File: src/rtl/cv_seq_tracker.sv
// Receive-side tracker for the CV sequence: searches the index from the SEQ stream, then flywheels and flags mismatches.
// Optional ERR_CNT output (saturating error-pulse counter) is built when CV_SEQ_TRACK_ERRCNT_EN is defined.
module cv_seq_tracker #(
    parameter int MISS_MAX = 2
) (
    input  logic       CLK,
    input  logic       RST_N,
    input  logic       VALID,
    input  logic       UP,
    input  logic       CLR,
    input  logic [3:0] DAT_I,
    output logic [3:0] NOM,
    output logic       LOCK,
    output logic       ERR,
    output logic [4:0] CAND_CNT,
`ifdef CV_SEQ_TRACK_ERRCNT_EN
    output logic [7:0] ERR_CNT,
`endif
    output logic       DBG_STATE
);

    typedef enum logic {S_SEARCH = 1'b0, S_LOCKED = 1'b1} state_t;

    localparam logic [2:0] MISS_MAX_L = 3'(MISS_MAX);

    function automatic logic [3:0] f_map(input logic [3:0] i);
        logic [3:0] v;
        case (i)
            4'h0: v = 4'h7;  4'h1: v = 4'h4;  4'h2: v = 4'h1;  4'h3: v = 4'h4;
            4'h4: v = 4'h2;  4'h5: v = 4'hA;  4'h6: v = 4'h0;  4'h7: v = 4'h8;
            4'h8: v = 4'h9;  4'h9: v = 4'hC;  4'hA: v = 4'h3;  4'hB: v = 4'h2;
            4'hC: v = 4'hA;  4'hD: v = 4'h7;  4'hE: v = 4'h9;  default: v = 4'h2;
        endcase
        return v;
    endfunction

    function automatic logic [15:0] preimage(input logic [3:0] v);
        logic [15:0] p;
        p = '0;
        for (int i = 0; i < 16; i++) p[i] = (f_map(4'(i)) == v);
        return p;
    endfunction

    function automatic logic [4:0] popcount(input logic [15:0] m);
        logic [4:0] c;
        c = '0;
        for (int i = 0; i < 16; i++) c = c + {4'b0, m[i]};
        return c;
    endfunction

    function automatic logic [3:0] bit_index(input logic [15:0] m);
        logic [3:0] idx;
        idx = '0;
        for (int i = 0; i < 16; i++) if (m[i]) idx = 4'(i);
        return idx;
    endfunction

    state_t      r_state, w_state_nxt;
    logic [15:0] r_mask, w_mask_nxt;
    logic [3:0]  r_nom, w_nom_nxt;
    logic [2:0]  r_miss, w_miss_nxt;
    logic        r_lock, w_lock_nxt;
    logic        r_err, w_err_nxt;
    logic [4:0]  r_cand, w_cand_nxt;

    logic [15:0] w_base_mask, w_shift, w_new, w_pre, w_reload;
    logic [4:0]  w_new_cnt, w_reload_cnt;
    logic        w_searching;
    logic [3:0]  w_flywheel;
    logic [2:0]  w_miss_inc;

    // CLR turns this cycle's sample into the first sample of a fresh search.
    assign w_searching  = CLR || (r_state == S_SEARCH);
    assign w_base_mask  = CLR ? 16'hFFFF : r_mask;
    assign w_shift      = UP ? {w_base_mask[14:0], w_base_mask[15]}
                             : {w_base_mask[0], w_base_mask[15:1]};
    assign w_pre        = preimage(DAT_I);
    assign w_new        = w_shift & w_pre;
    assign w_new_cnt    = popcount(w_new);
    assign w_reload     = (w_pre == 16'h0) ? 16'hFFFF : w_pre;
    assign w_reload_cnt = popcount(w_reload);
    assign w_flywheel   = UP ? r_nom + 4'd1 : r_nom - 4'd1;
    assign w_miss_inc   = r_miss + 3'd1;

    always_ff @(posedge CLK or negedge RST_N) begin
        if (!RST_N) begin
            r_state <= S_SEARCH;
            r_mask  <= 16'hFFFF;
            r_nom   <= '0;
            r_miss  <= '0;
            r_lock  <= 1'b0;
            r_err   <= 1'b0;
            r_cand  <= 5'd16;
        end else begin
            r_state <= w_state_nxt;
            r_mask  <= w_mask_nxt;
            r_nom   <= w_nom_nxt;
            r_miss  <= w_miss_nxt;
            r_lock  <= w_lock_nxt;
            r_err   <= w_err_nxt;
            r_cand  <= w_cand_nxt;
        end
    end

    always_comb begin
        w_state_nxt = r_state;
        w_mask_nxt  = r_mask;
        w_nom_nxt   = r_nom;
        w_miss_nxt  = r_miss;
        w_lock_nxt  = r_lock;
        w_err_nxt   = 1'b0;
        w_cand_nxt  = r_cand;
        if (CLR) begin
            w_state_nxt = S_SEARCH;
            w_mask_nxt  = 16'hFFFF;
            w_miss_nxt  = '0;
            w_lock_nxt  = 1'b0;
            w_cand_nxt  = 5'd16;
        end
        if (VALID) begin
            if (w_searching) begin
                if (w_new_cnt == 5'd1) begin
                    w_state_nxt = S_LOCKED;
                    w_lock_nxt  = 1'b1;
                    w_nom_nxt   = bit_index(w_new);
                    w_miss_nxt  = '0;
                    w_cand_nxt  = 5'd1;
                end else if (w_new_cnt > 5'd1) begin
                    w_mask_nxt  = w_new;
                    w_cand_nxt  = w_new_cnt;
                end else begin
                    w_err_nxt = 1'b1;
                    if (w_reload_cnt == 5'd1) begin
                        w_state_nxt = S_LOCKED;
                        w_lock_nxt  = 1'b1;
                        w_nom_nxt   = bit_index(w_reload);
                        w_miss_nxt  = '0;
                        w_cand_nxt  = 5'd1;
                    end else begin
                        w_mask_nxt  = w_reload;
                        w_cand_nxt  = w_reload_cnt;
                    end
                end
            end else begin
                w_nom_nxt = w_flywheel;
                if (f_map(w_flywheel) == DAT_I) begin
                    w_miss_nxt = '0;
                end else begin
                    w_err_nxt = 1'b1;
                    if (w_miss_inc == MISS_MAX_L) begin
                        w_state_nxt = S_SEARCH;
                        w_lock_nxt  = 1'b0;
                        w_mask_nxt  = w_reload;
                        w_miss_nxt  = '0;
                        w_cand_nxt  = w_reload_cnt;
                    end else begin
                        w_miss_nxt = w_miss_inc;
                    end
                end
            end
        end
    end

`ifdef CV_SEQ_TRACK_ERRCNT_EN
    logic [7:0] r_err_cnt;

    // A pulse in the clearing cycle is counted on top of the clear.
    always_ff @(posedge CLK or negedge RST_N) begin
        if (!RST_N) begin
            r_err_cnt <= '0;
        end else if (CLR) begin
            r_err_cnt <= {7'b0, w_err_nxt};
        end else if (w_err_nxt && (r_err_cnt != 8'hFF)) begin
            r_err_cnt <= r_err_cnt + 8'd1;
        end
    end

    assign ERR_CNT = r_err_cnt;
`endif

    assign NOM       = r_nom;
    assign LOCK      = r_lock;
    assign ERR       = r_err;
    assign CAND_CNT  = r_cand;
    assign DBG_STATE = (r_state == S_LOCKED);

endmodule

File: config.mk
export PLATFORM = sky130hd
export DESIGN_NAME = cv_seq_tracker
export DESIGN_NICKNAME = d
export VERILOG_FILES = /design/src/rtl/cv_seq_tracker.sv
export SDC_FILE = /design/constraint.sdc
export NUM_CORES = 1
export LEC_CHECK = 0
export ABC_CLOCK_PERIOD_IN_PS = 6000
export CAP_MARGIN = 20
export CORE_ASPECT_RATIO = 0.7
export CORE_MARGIN = 3
export CORE_UTILIZATION = 29
export CTS_CLUSTER_SIZE = 25
export DETAILED_ROUTE_END_ITERATION = 16
export SLEW_MARGIN = 20
export SYNTH_ARGS = -nofsm -noshare
export SYNTH_HDL_FRONTEND = slang
export SYNTH_SLANG_ARGS = --single-unit
File: constraint.sdc
create_clock -name CLK -period 6 [get_ports CLK]
set_input_delay 1.8 -clock CLK [delete_from_list [all_inputs] [get_ports CLK]]
set_output_delay 1.8 -clock CLK [all_outputs]
set_load 0.005 [all_outputs]
==> flow_summary.toml <==
[timing]
fmax_mhz = 149.3
setup-tns-final_ns = -16.41
fin_skew_ns = 0.01057
rsz0062_at_grt = "true"
post-route-min-period_ns = 6.697
slew_violations = 0
setup_viol = 31
slew_headroom_pct = 57.66
finalCritPeriodShare_pct = 111.6
tightest_slew_ns = 0.6336
layout_setup_ws_ns = -0.6974
worst_hold_slack_ns = 0.4752
hold_viol = 0

[floorplanning]
placementRows = 34
fp.dieW_um = 144.5
die_h_um = 102.9
start_util_pct = 30.50
pin_count = 21
core_area_mm2 = 0.01276
dieArea_mm2 = 0.01487

[clock_network]
clockBufferDepth = 2
cts_root_buffer = "clkbuf_16"
ctsHoldBuffers = 0
cts_made_buffers = 5
clkLatencyLatePin_ns = 0.29
cts_tree = "built"
cts.clk_slew.worst_paths_ns = 0.06
htree_levels = 2
cts_sinks = 31

[logic_synthesis]
synth_cell_types = 76
netlist_area_mm2 = 0.003892
synth_top_area_cell = "dfstp_2"
async_flop_share_pct = 100.0
synth_top_area_share_pct = 11.48
synth_area_leaders = "dfstp_2, dfrtp_1, fa_1, ha_1, a21oi_1"
synthFlopType = "dfstp_2"
synth-edff-count = 0
ys_warn_count = 0
syn_inst = 495
synth_most_common_cell = "nor2_1"
seq_area_frac_synth_pct = 20.48
synth.avg_cell_area_um2 = 7.864
syn-num-nets = 537
ys_ff_latch = 31
yosys-top-cells-count = "nor2_1, a21oi_1, inv_1"

[critical_path]
critical-path-slowest-cell = "fa_1"
crit_chain = "buf_8 -> nand2b_4 -> or3_4 -> a211oi_4 -> fa_1 -> inv_2 -> fa_1 -> fa_1 -> inv_2 -> fa_1 -> ha_2 -> inv_2 -> fa_2 -> nor2b_4 -> a21o_1 -> and3_4 -> buf_4 -> nand2b_4 -> buf_6 -> a21oi_4 -> buf_4 -> o21ai_1 -> a2bb2oi_1"
crit_path_start_kind = "input pin"
cp_num_buf_inv = 7
worst-path-max-fanout = 6
crit_type = "in -> reg"
critPathRequiredTime_ns = 6.19
end_kind = "flip-flop"
cp.arrival_ns = 6.89
crit_top_cell = "fa_1"
cpPeakStageDelay_ns = 0.51
critical-path-top-delay-family = "adder cells"

[power_and_ir_drop]
intPower_mw = 1.474
combPwrFrac_pct = 73.2
ir_worst_vdd_uv = 202.1
swShare_pct = 45.74
pwr-share-seq_pct = 17.5
power_mw = 2.717
power_leakage_nw = 2.906
power_switching_mw = 1.243
p_per_area_mw_per_mm2 = 421.9
clkPwrFrac_pct = 9.4

[routing]
finalWirelength_um = 17470
dr.first_iter.drc_count = 511
vias_per_cell = 5.668
drcViolationCount = 0
postRouteAntennaNets = 0
via_count = 4761
routedWlPerCell_um = 20.80
first_pass_iters = 5

[outcome]
violations = "negative setup slack"
status = "finished with violations"

[final_layout]
n_fill_cell = 1179
multi_input_area_mm2 = 0.003344
drive_gt1_share_pct = 48.96
nets = 717
final_util_pct = 50.45
ff_latch_area_um2 = 797.0
area_growth_pct = 65.41

[place]
dp_hpwl_um = 12180
dp_slack_ns = -1.506
portBuffers = 20
gp_congestion = 1.008

[global_routing]
grt_pass1_wl_um = 26430
gr-total-overflow = 0
antenna_found_initial = 0
grt_max_degree = 32
grt_usage_pct = 23.46
grt_pass1_vias = 4627

[run]
max_cap_viol_count = 0

[min_path]
hold_class = "reg -> reg"
[worst reg2reg max path: stages (launching register included)]
cell	delay [ns]
dfstp_2	0.65
and2_1	0.17
a211oi_2	0.05
nor3_2	0.27
fa_1	0.45
inv_2	0.08
fa_1	0.43
fa_1	0.51
inv_2	0.04
fa_1	0.50
ha_2	0.19
inv_2	0.04
fa_2	0.40
nor2b_4	0.16
a21o_1	0.17
and3_4	0.21
buf_4	0.12
nand2b_4	0.05
buf_6	0.13
a21oi_4	0.25
buf_4	0.16
o21ai_1	0.07
a2bb2oi_1	0.18
[metal layers]
metal	GRT usage, %	up-vias	share of wire [%]
li1	-	2178	-
met1	34.69	2347	46
met2	33.80	211	42
met3	6.490	25	11
met4	5.448	0	1.6
met5	0	-	0
[kinds of logic after synthesis]
family,after synthesis,synth area share [%]
AOI/OAI and AO/OA,177,31.95
and+or+nand+nor,159,20.51
buffers and inverters,74,7.715
adders and majority gates,33,13.89
DFF,31,20.48
xor gates and xnor gates,11,2.668
muxes,10,2.797
[cells in the final DEF, fill, tap and decap left out, types with 6 or more instances in the layout]
cell type,Yosys,layout
buf_4,1,159
nor2_1,45,37
a21oi_1,38,30
inv_1,35,28
nand2_1,28,22
buf_6,2,22
dfstp_2,17,17
nor3_1,21,17
o21ai_1,1,16
fa_1,17,16
ha_1,16,15
dfrtp_1,14,14
clkdlybuf4s50_1,0,14
o21ai_0,34,11
a21o_1,10,10
a211oi_2,0,8
o21ai_2,2,8
a21oi_2,1,8
o22ai_1,10,8
inv_2,1,7
a211oi_1,17,7
nand2b_1,9,7
and2_1,6,6
nor2_4,0,6
xor2_1,6,6
nand3_1,10,6
o211ai_1,6,6
buf_12,0,6
[worst paths after layout]
| kind | start | to | slack (ns) | cells past startpoint |
|---|---|---|---|---|
| setup reg to reg | r_mask[0]$_DFF_PN1_ | NOM[3]$_DFFE_PN0P_ | 0.65 | 22 |
| hold / removal | CAND_CNT[4]$_DFF_PN1_ | CAND_CNT[4]$_DFF_PN1_ | 0.48 | 2 |
| max in group asynchronous | RST_N | r_mask[10]$_DFF_PN1_ | 3.73 | 2 |
| hold reg to reg | CAND_CNT[4]$_DFF_PN1_ | CAND_CNT[4]$_DFF_PN1_ | 0.48 | 2 |
| setup / recovery | DAT_I[2] | NOM[3]$_DFFE_PN0P_ | -0.70 | 23 |
| min in group asynchronous | RST_N | r_miss[0]$_DFF_PN0_ | 1.92 | 2 |
[state kept, by name (all words and copies together), names as in the netlist]
signal and count:
r_miss 3, DBG_STATE 1, r_mask 16, NOM 4, ERR 1, LOCK 1
CAND_CNT 5
[layout make-up]
cell class,instances,share of cell area [%]
multi-input combinational,390,51.94
timing repair buffer,210,28.06
sequential,31,12.38
tap,162,3.148
inverter,37,2.196
clock buffer,6,2.002
clock inverter,2,0.1943
antenna,2,0.07773
[repair_timing]
item / 4_1_cts / 5_1_grt
gates cloned: 1 / 0
gates resized for setup: 111 / 52
setup endpoints to repair: 31 / 31
pin swaps: 53 / 47
endpoints found under the hold margin: 0 / 0
buffers inserted: 61 / 14
[power by group through the flow]
stage | registers, mW | clock network [mW] | logic, mW
finish | 0.474 | 0.255 | 1.99
global route | 0.479 | 0.266 | 2.13
CTS | 0.458 | 0.256 | 1.82
detailed placement | 0.453 | 0 | 1.55
global placement | 0.457 | 0 | 1.52
floorplan | 0.398 | 0 | 1.01
[through the flow]
stage,area [um2],std cells
detailed placement,5184,760
global route,6434,838
floorplan,4094,495
finish,6439,840
CTS,6155,828
global placement,5184,760
No activity file was read; power rests on OpenSTA's default activity.
